--- src/rtl/is_array_feeder.sv ---
// is_array_feeder
//
// Operand feeder for an input-stationary PE array. A tile runs in three phases:
//   LOAD   - ROWS input vectors are accepted from the input stream and presented to the
//            top PE row with act_en, one cycle after each accept (bottom row loads first).
//   STREAM - k_len weight vectors are accepted from the weight stream. Each vector passes
//            through a common output register, then row r adds r more register stages,
//            so lane r reaches row r r cycles after lane 0 reaches row 0.
//   DRAIN  - no new data; waits ROWS-1 cycles for the last vector to reach row ROWS-1.
// A one-cycle done pulse follows, then the block returns to idle.
// Operands are passed through unmodified.
//
// Ports
//   clk, rst_n           clock, asynchronous active-low reset
//   start, k_len         tile start pulse and weight beat count (sampled in idle only)
//   in_valid/ready/data  input-vector stream, lane c = in_data[c*INPUT_WIDTH +: INPUT_WIDTH]
//   w_valid/ready/data   weight-vector stream, lane r = w_data[r*WEIGHT_WIDTH +: WEIGHT_WIDTH]
//   act_out, act_en      inputs and load enable for the PE array
//   wt_out, wt_en        skewed weights and per-row process enables
//   busy, done           tile in progress / one-cycle completion pulse
module is_array_feeder #(
    parameter int unsigned INPUT_WIDTH  = 16,
    parameter int unsigned WEIGHT_WIDTH = 16,
    parameter int unsigned ROWS         = 4,
    parameter int unsigned COLS         = 4,
    parameter int unsigned K_WIDTH      = 8
) (
    input  logic                           clk,
    input  logic                           rst_n,
    input  logic                           start,
    input  logic [K_WIDTH-1:0]             k_len,
    input  logic                           in_valid,
    output logic                           in_ready,
    input  logic [COLS*INPUT_WIDTH-1:0]    in_data,
    input  logic                           w_valid,
    output logic                           w_ready,
    input  logic [ROWS*WEIGHT_WIDTH-1:0]   w_data,
    output logic [COLS*INPUT_WIDTH-1:0]    act_out,
    output logic                           act_en,
    output logic [ROWS*WEIGHT_WIDTH-1:0]   wt_out,
    output logic [ROWS-1:0]                wt_en,
    output logic                           busy,
    output logic                           done
);

    typedef enum logic [2:0] {StIdle, StLoad, StStream, StDrain, StDone} state_e;

    localparam logic [K_WIDTH-1:0] LoadLast  = K_WIDTH'(ROWS - 1);
    localparam logic [K_WIDTH-1:0] DrainLast = K_WIDTH'((ROWS > 1) ? (ROWS - 2) : 0);

    state_e               state_q, state_d;
    logic [K_WIDTH-1:0]   k_q, k_d;
    logic [K_WIDTH-1:0]   cnt_q, cnt_d;

    logic                 in_acc;
    logic                 w_acc;

    logic [COLS*INPUT_WIDTH-1:0]  act_q;
    logic                         act_en_q;
    logic [ROWS*WEIGHT_WIDTH-1:0] wt_head_q;
    logic                         wt_head_en_q;

    assign in_acc = in_valid & in_ready;
    assign w_acc  = w_valid & w_ready;

    // State register
    always_ff @(posedge clk or negedge rst_n) begin
        if (!rst_n) begin
            state_q <= StIdle;
            k_q     <= '0;
            cnt_q   <= '0;
        end else begin
            state_q <= state_d;
            k_q     <= k_d;
            cnt_q   <= cnt_d;
        end
    end

    // Next-state logic. One counter serves LOAD beats, STREAM beats and DRAIN cycles;
    // it never counts past k_len-1, so k_len = 2^K_WIDTH-1 cannot wrap.
    always_comb begin
        state_d = state_q;
        k_d     = k_q;
        cnt_d   = cnt_q;
        case (state_q)
            StIdle: begin
                if (start) begin
                    cnt_d = '0;
                    if (k_len == '0) begin
                        state_d = StDone;
                    end else begin
                        k_d     = k_len;
                        state_d = StLoad;
                    end
                end
            end
            StLoad: begin
                if (in_acc) begin
                    if (cnt_q == LoadLast) begin
                        cnt_d   = '0;
                        state_d = StStream;
                    end else begin
                        cnt_d = cnt_q + 1'b1;
                    end
                end
            end
            StStream: begin
                if (w_acc) begin
                    if (cnt_q == k_q - 1'b1) begin
                        cnt_d   = '0;
                        // A single row has nothing to drain.
                        state_d = (ROWS == 1) ? StDone : StDrain;
                    end else begin
                        cnt_d = cnt_q + 1'b1;
                    end
                end
            end
            StDrain: begin
                if (cnt_q == DrainLast) begin
                    cnt_d   = '0;
                    state_d = StDone;
                end else begin
                    cnt_d = cnt_q + 1'b1;
                end
            end
            StDone: begin
                state_d = StIdle;
            end
            default: begin
                state_d = StIdle;
            end
        endcase
    end

    // Outputs decoded from state only
    always_comb begin
        in_ready = 1'b0;
        w_ready  = 1'b0;
        busy     = 1'b1;
        done     = 1'b0;
        case (state_q)
            StIdle:   busy     = 1'b0;
            StLoad:   in_ready = 1'b1;
            StStream: w_ready  = 1'b1;
            StDone:   done     = 1'b1;
            default:  ;
        endcase
    end

    // Activation register holds its value between accepts; weight head register injects
    // a zero bubble whenever no weight beat is accepted.
    always_ff @(posedge clk or negedge rst_n) begin
        if (!rst_n) begin
            act_q        <= '0;
            act_en_q     <= 1'b0;
            wt_head_q    <= '0;
            wt_head_en_q <= 1'b0;
        end else begin
            act_en_q     <= in_acc;
            if (in_acc) begin
                act_q <= in_data;
            end
            wt_head_q    <= w_acc ? w_data : '0;
            wt_head_en_q <= w_acc;
        end
    end

    assign act_out = act_q;
    assign act_en  = act_en_q;

    assign wt_out[WEIGHT_WIDTH-1:0] = wt_head_q[WEIGHT_WIDTH-1:0];
    assign wt_en[0]                 = wt_head_en_q;

    // Row r gets an r-deep delay chain behind the head register.
    for (genvar r = 1; r < ROWS; r++) begin : g_skew
        logic [WEIGHT_WIDTH-1:0] dly_q    [r];
        logic                    dly_en_q [r];

        always_ff @(posedge clk or negedge rst_n) begin
            if (!rst_n) begin
                for (int i = 0; i < r; i++) begin
                    dly_q[i]    <= '0;
                    dly_en_q[i] <= 1'b0;
                end
            end else begin
                dly_q[0]    <= wt_head_q[r*WEIGHT_WIDTH +: WEIGHT_WIDTH];
                dly_en_q[0] <= wt_head_en_q;
                for (int i = 1; i < r; i++) begin
                    dly_q[i]    <= dly_q[i-1];
                    dly_en_q[i] <= dly_en_q[i-1];
                end
            end
        end

        assign wt_out[r*WEIGHT_WIDTH +: WEIGHT_WIDTH] = dly_q[r-1];
        assign wt_en[r]                               = dly_en_q[r-1];
    end

endmodule

--- config.mk ---
export PLATFORM = sky130hd
export DESIGN_NAME = is_array_feeder
export DESIGN_NICKNAME = d
export VERILOG_FILES = /design/src/rtl/is_array_feeder.sv
export SDC_FILE = /design/constraint.sdc
export NUM_CORES = 1
export LEC_CHECK = 0
export ABC_CLOCK_PERIOD_IN_PS = 2900
export CAP_MARGIN = 20
export CORE_UTILIZATION = 24
export DETAILED_ROUTE_END_ITERATION = 8
export GPL_ROUTABILITY_DRIVEN = 0
export SYNTH_ARGS = -nofsm -noshare
export SYNTH_HDL_FRONTEND = slang
export SYNTH_SLANG_ARGS = --single-unit
--- constraint.sdc ---
create_clock -name clk -period 2.9 [get_ports clk]
set_input_delay 0.87 -clock clk [delete_from_list [all_inputs] [get_ports clk]]
set_output_delay 0.87 -clock clk [all_outputs]
set_load 0.02 [all_outputs]
==> flow_summary.json, run 1 <==
{
  "yosys_register_bits": 248,
  "place_hpwl_mm": 13.3,
  "core_region_area_mm2": 0.0348,
  "synth.area.top_cells": "dfrtp_1, mux2_2, and3_1",
  "multiInputGateArea_mm2": 0.00187,
  "area_growth_pct": 46.1,
  "synth_edf_count": 0,
  "ys.warnings.count": 0,
  "drive_gt1_frac": 0.170,
  "ff_latch_area_mm2": 0.00621,
  "synth-async-reset-ratio": 1.00,
  "hold_path_class": "in2async",
  "worst-endpoint-arrival_ns": 1.90,
  "final_cell_area_mm2": 0.0125,
  "routed-via-count": 5063,
  "most_repeated_cell_in_the_gate_level_netlist_after_synthesis": "dfrtp_1",
  "initial_utilization": 0.246,
  "grt.overflow.total": 0,
  "synth.net_count": 705,
  "part_of_the_yosys_area_used_for_sequential_elements": 0.724,
  "timing.final.crit_share": 0.954,
  "die-width_um": 191,
  "first_global_vias": 5292,
  "kind_of_start_point_of_the_critical_path": "flip-flop",
  "global_route.usage.total": 0.105,
  "cts.htree.levels": 1,
  "portBuffers": 277,
  "power_density_mw_per_mm2": 998,
  "final_antenna_net_count": 0,
  "critPathCaptureType": "output port",
  "final.fill_count": 3351,
  "tritoncts": "yes",
  "cp_max_fo": 10,
  "leakagePower_nw": 5.77,
  "worst_slew_margin_rel": 0.567,
  "post_drt_via_cell_ratio": 3.96,
  "final.min_clock_period_ns": 2.77,
  "num_io_pins": 278,
  "fmax_mhz": 362,
  "worst-endpoint-required_ns": 2.03,
  "clk_latency_ns": 0.55,
  "post_synth_num_cell_types": 42,
  "clock-sinks": 248,
  "die_height_um": 191,
  "routed_wire_length_per_instance_um": 15.1,
  "clk_pin_slew_ns": 0.06,
  "tightestPinTransition_ns": 0.648,
  "initial_antenna_violation_count": 0,
  "synth_largest_area_cell": "dfrtp_1",
  "cts.repair.resized": 3,
  "max-clock-path-buffers": 3,
  "drc": 0,
  "grt_max_degree": 74,
  "syn_avg_cell_area_um2": 15.3,
  "mapped_cell_area_mm2": 0.00857,
  "rsz0062_at_grt": "no",
  "postSynthCellCount": 561,
  "fin_setup_tns_ns": 0,
  "dr.pass1.iters": 4,
  "timing_max_transition_violations_final": 0,
  "crit_type": "reg2out",
  "yosys.area.top_type_share": 0.724,
  "finalHoldViolations": 0,
  "synth_flop_cell": "dfrtp_1",
  "initial_drt_markers": 96,
  "inserted_diodes": 0,
  "clock_tree.root_cell": "clkbuf_16",
  "final_cell_count_no_fill": 1278,
  "cts_hold_fix_bufs": 0,
  "peakVddDrop_mv": 0.546,
  "wl_mm": 19.3,
  "final-setup-viol-count": 0,
  "worst_skew_ns": 0.0137,
  "cts-buffers-inserted": 28,
  "count_of_max_cap_constraint_violations": 0,
  "std_cell_rows": 68,
  "design.die.area_mm2": 0.0365,
  "cell_area_after_placement_mm2": 0.0116,
  "final_nets": 946,
  "post-cts-setup-buffers": 0,
  "grt_first_pass_wirelength_mm": 30.0,
  "status": "complete, no violations",
  "synth.top_cells.by_count": "dfrtp_1, mux2_2, and3_1",
  "numPlacedInstances": 1227
}
## critical path, stage by stage, from the launching register on
cell and delay, ns:
dfrtp_1 0.48, nor3b_1 0.23, clkdlybuf4s50_1 0.64
## cell usage in the layout (no fill, tap or decap), drive strengths merged, types with 5 or more instances in the layout
master	synthesis	final
and3	67	67
o21ai	8	8
xnor2	7	7
dfrtp	248	248
buf	50	10
nand2b	5	5
inv	8	8
clkdlybuf4s50	0	272
clkinv	0	12
nor2	14	14
nand2	8	8
mux2	72	72
xor2	6	6
clkbuf	24	35
## final cells by class
cell class | count | area share
Sequential cell | 248 | 0.496
Timing Repair Buffer | 285 | 0.230
Multi-Input combinational cell | 231 | 0.149
Clock buffer | 35 | 0.0621
Tap cell | 455 | 0.0455
Clock inverter | 16 | 0.0149
Inverter | 8 | 0.00240
## sequential cells by signal (all words and copies together) (netlist names), 2 cells and up
name	flops
cnt_q	8
wt_out	32
g_skew.dly_q	64
wt_head_q	64
state_q	3
act_out	64
g_skew.dly_en_q	2
k_q	8
## cell families (layout without fill, tap and decap cells)
| family | count (synthesis) | after routing | synth area share |
|---|---|---|---|
| compound gates | 24 | 24 | 0.0222 |
| mux | 73 | 73 | 0.0958 |
| flops | 248 | 248 | 0.724 |
| fa+ha+maj | 3 | 3 | 0.00438 |
| buf+inv | 82 | 344 | 0.0578 |
| simple gates | 118 | 118 | 0.0823 |
| xor+xnor | 13 | 13 | 0.0133 |
## per-stage QoR
step,setup slack [ns],hold WS (ns),util,power (W)
floorplan,0.447,0.331,-,0.00718
CTS,0.0486,0.266,0.360,0.0128
global placement,0.217,0.331,0.332,0.00897
detailed placement,0.204,0.335,0.332,0.00905
finish,0.134,0.261,0.360,0.0125
global route,0.0147,0.298,0.360,0.0132
## where the power goes
group          internal, W  total [W]  switching, W  leakage, nW
combinational      0.00208    0.00407       0.00199         2.02
clock              0.00217    0.00359       0.00142        0.481
sequential         0.00435    0.00484      0.000485         3.27
## per-layer routing
metal  vias to the layer above  share of wire  global-route usage  wire (µm)
met3                        28          0.081              0.0323       1570
met4                         0          0.027              0.0375        517
met5                         -              0                   0          0
li1                       2341              -                   -          -
met2                       173           0.48               0.172       9340
met1                      2521           0.41               0.128       7880
## path summary, 6_finish.rpt
kind | from | end | slack, ns | cells past startpoint
max | state_q[1] | done | 0.13 | 2
min | rst_n | wt_out[46] | 0.26 | 1
max in group asynchronous | rst_n | state_q[0] | 1.87 | 2
min reg2reg | wt_head_q[38] | g_skew[2].dly_q[22] | 0.34 | 0
min in group clk | wt_head_q[38] | g_skew[2].dly_q[22] | 0.34 | 0
max reg2reg | k_q[0] | cnt_q[6] | 0.24 | 8
Note: power is estimated with default switching activity, not from simulation.
==> run 2: changes to the inputs <==
- CTS_CLUSTER_SIZE: not set -> 28
==> results of run 2 <==
No change in the layout: final DEF, timing and power equal those of run 1.
==> run 3: changes to the inputs <==
- HOLD_SLACK_MARGIN: not set -> 0.05
==> results of run 3 <==
No change in the layout: final DEF, timing and power equal those of run 1.
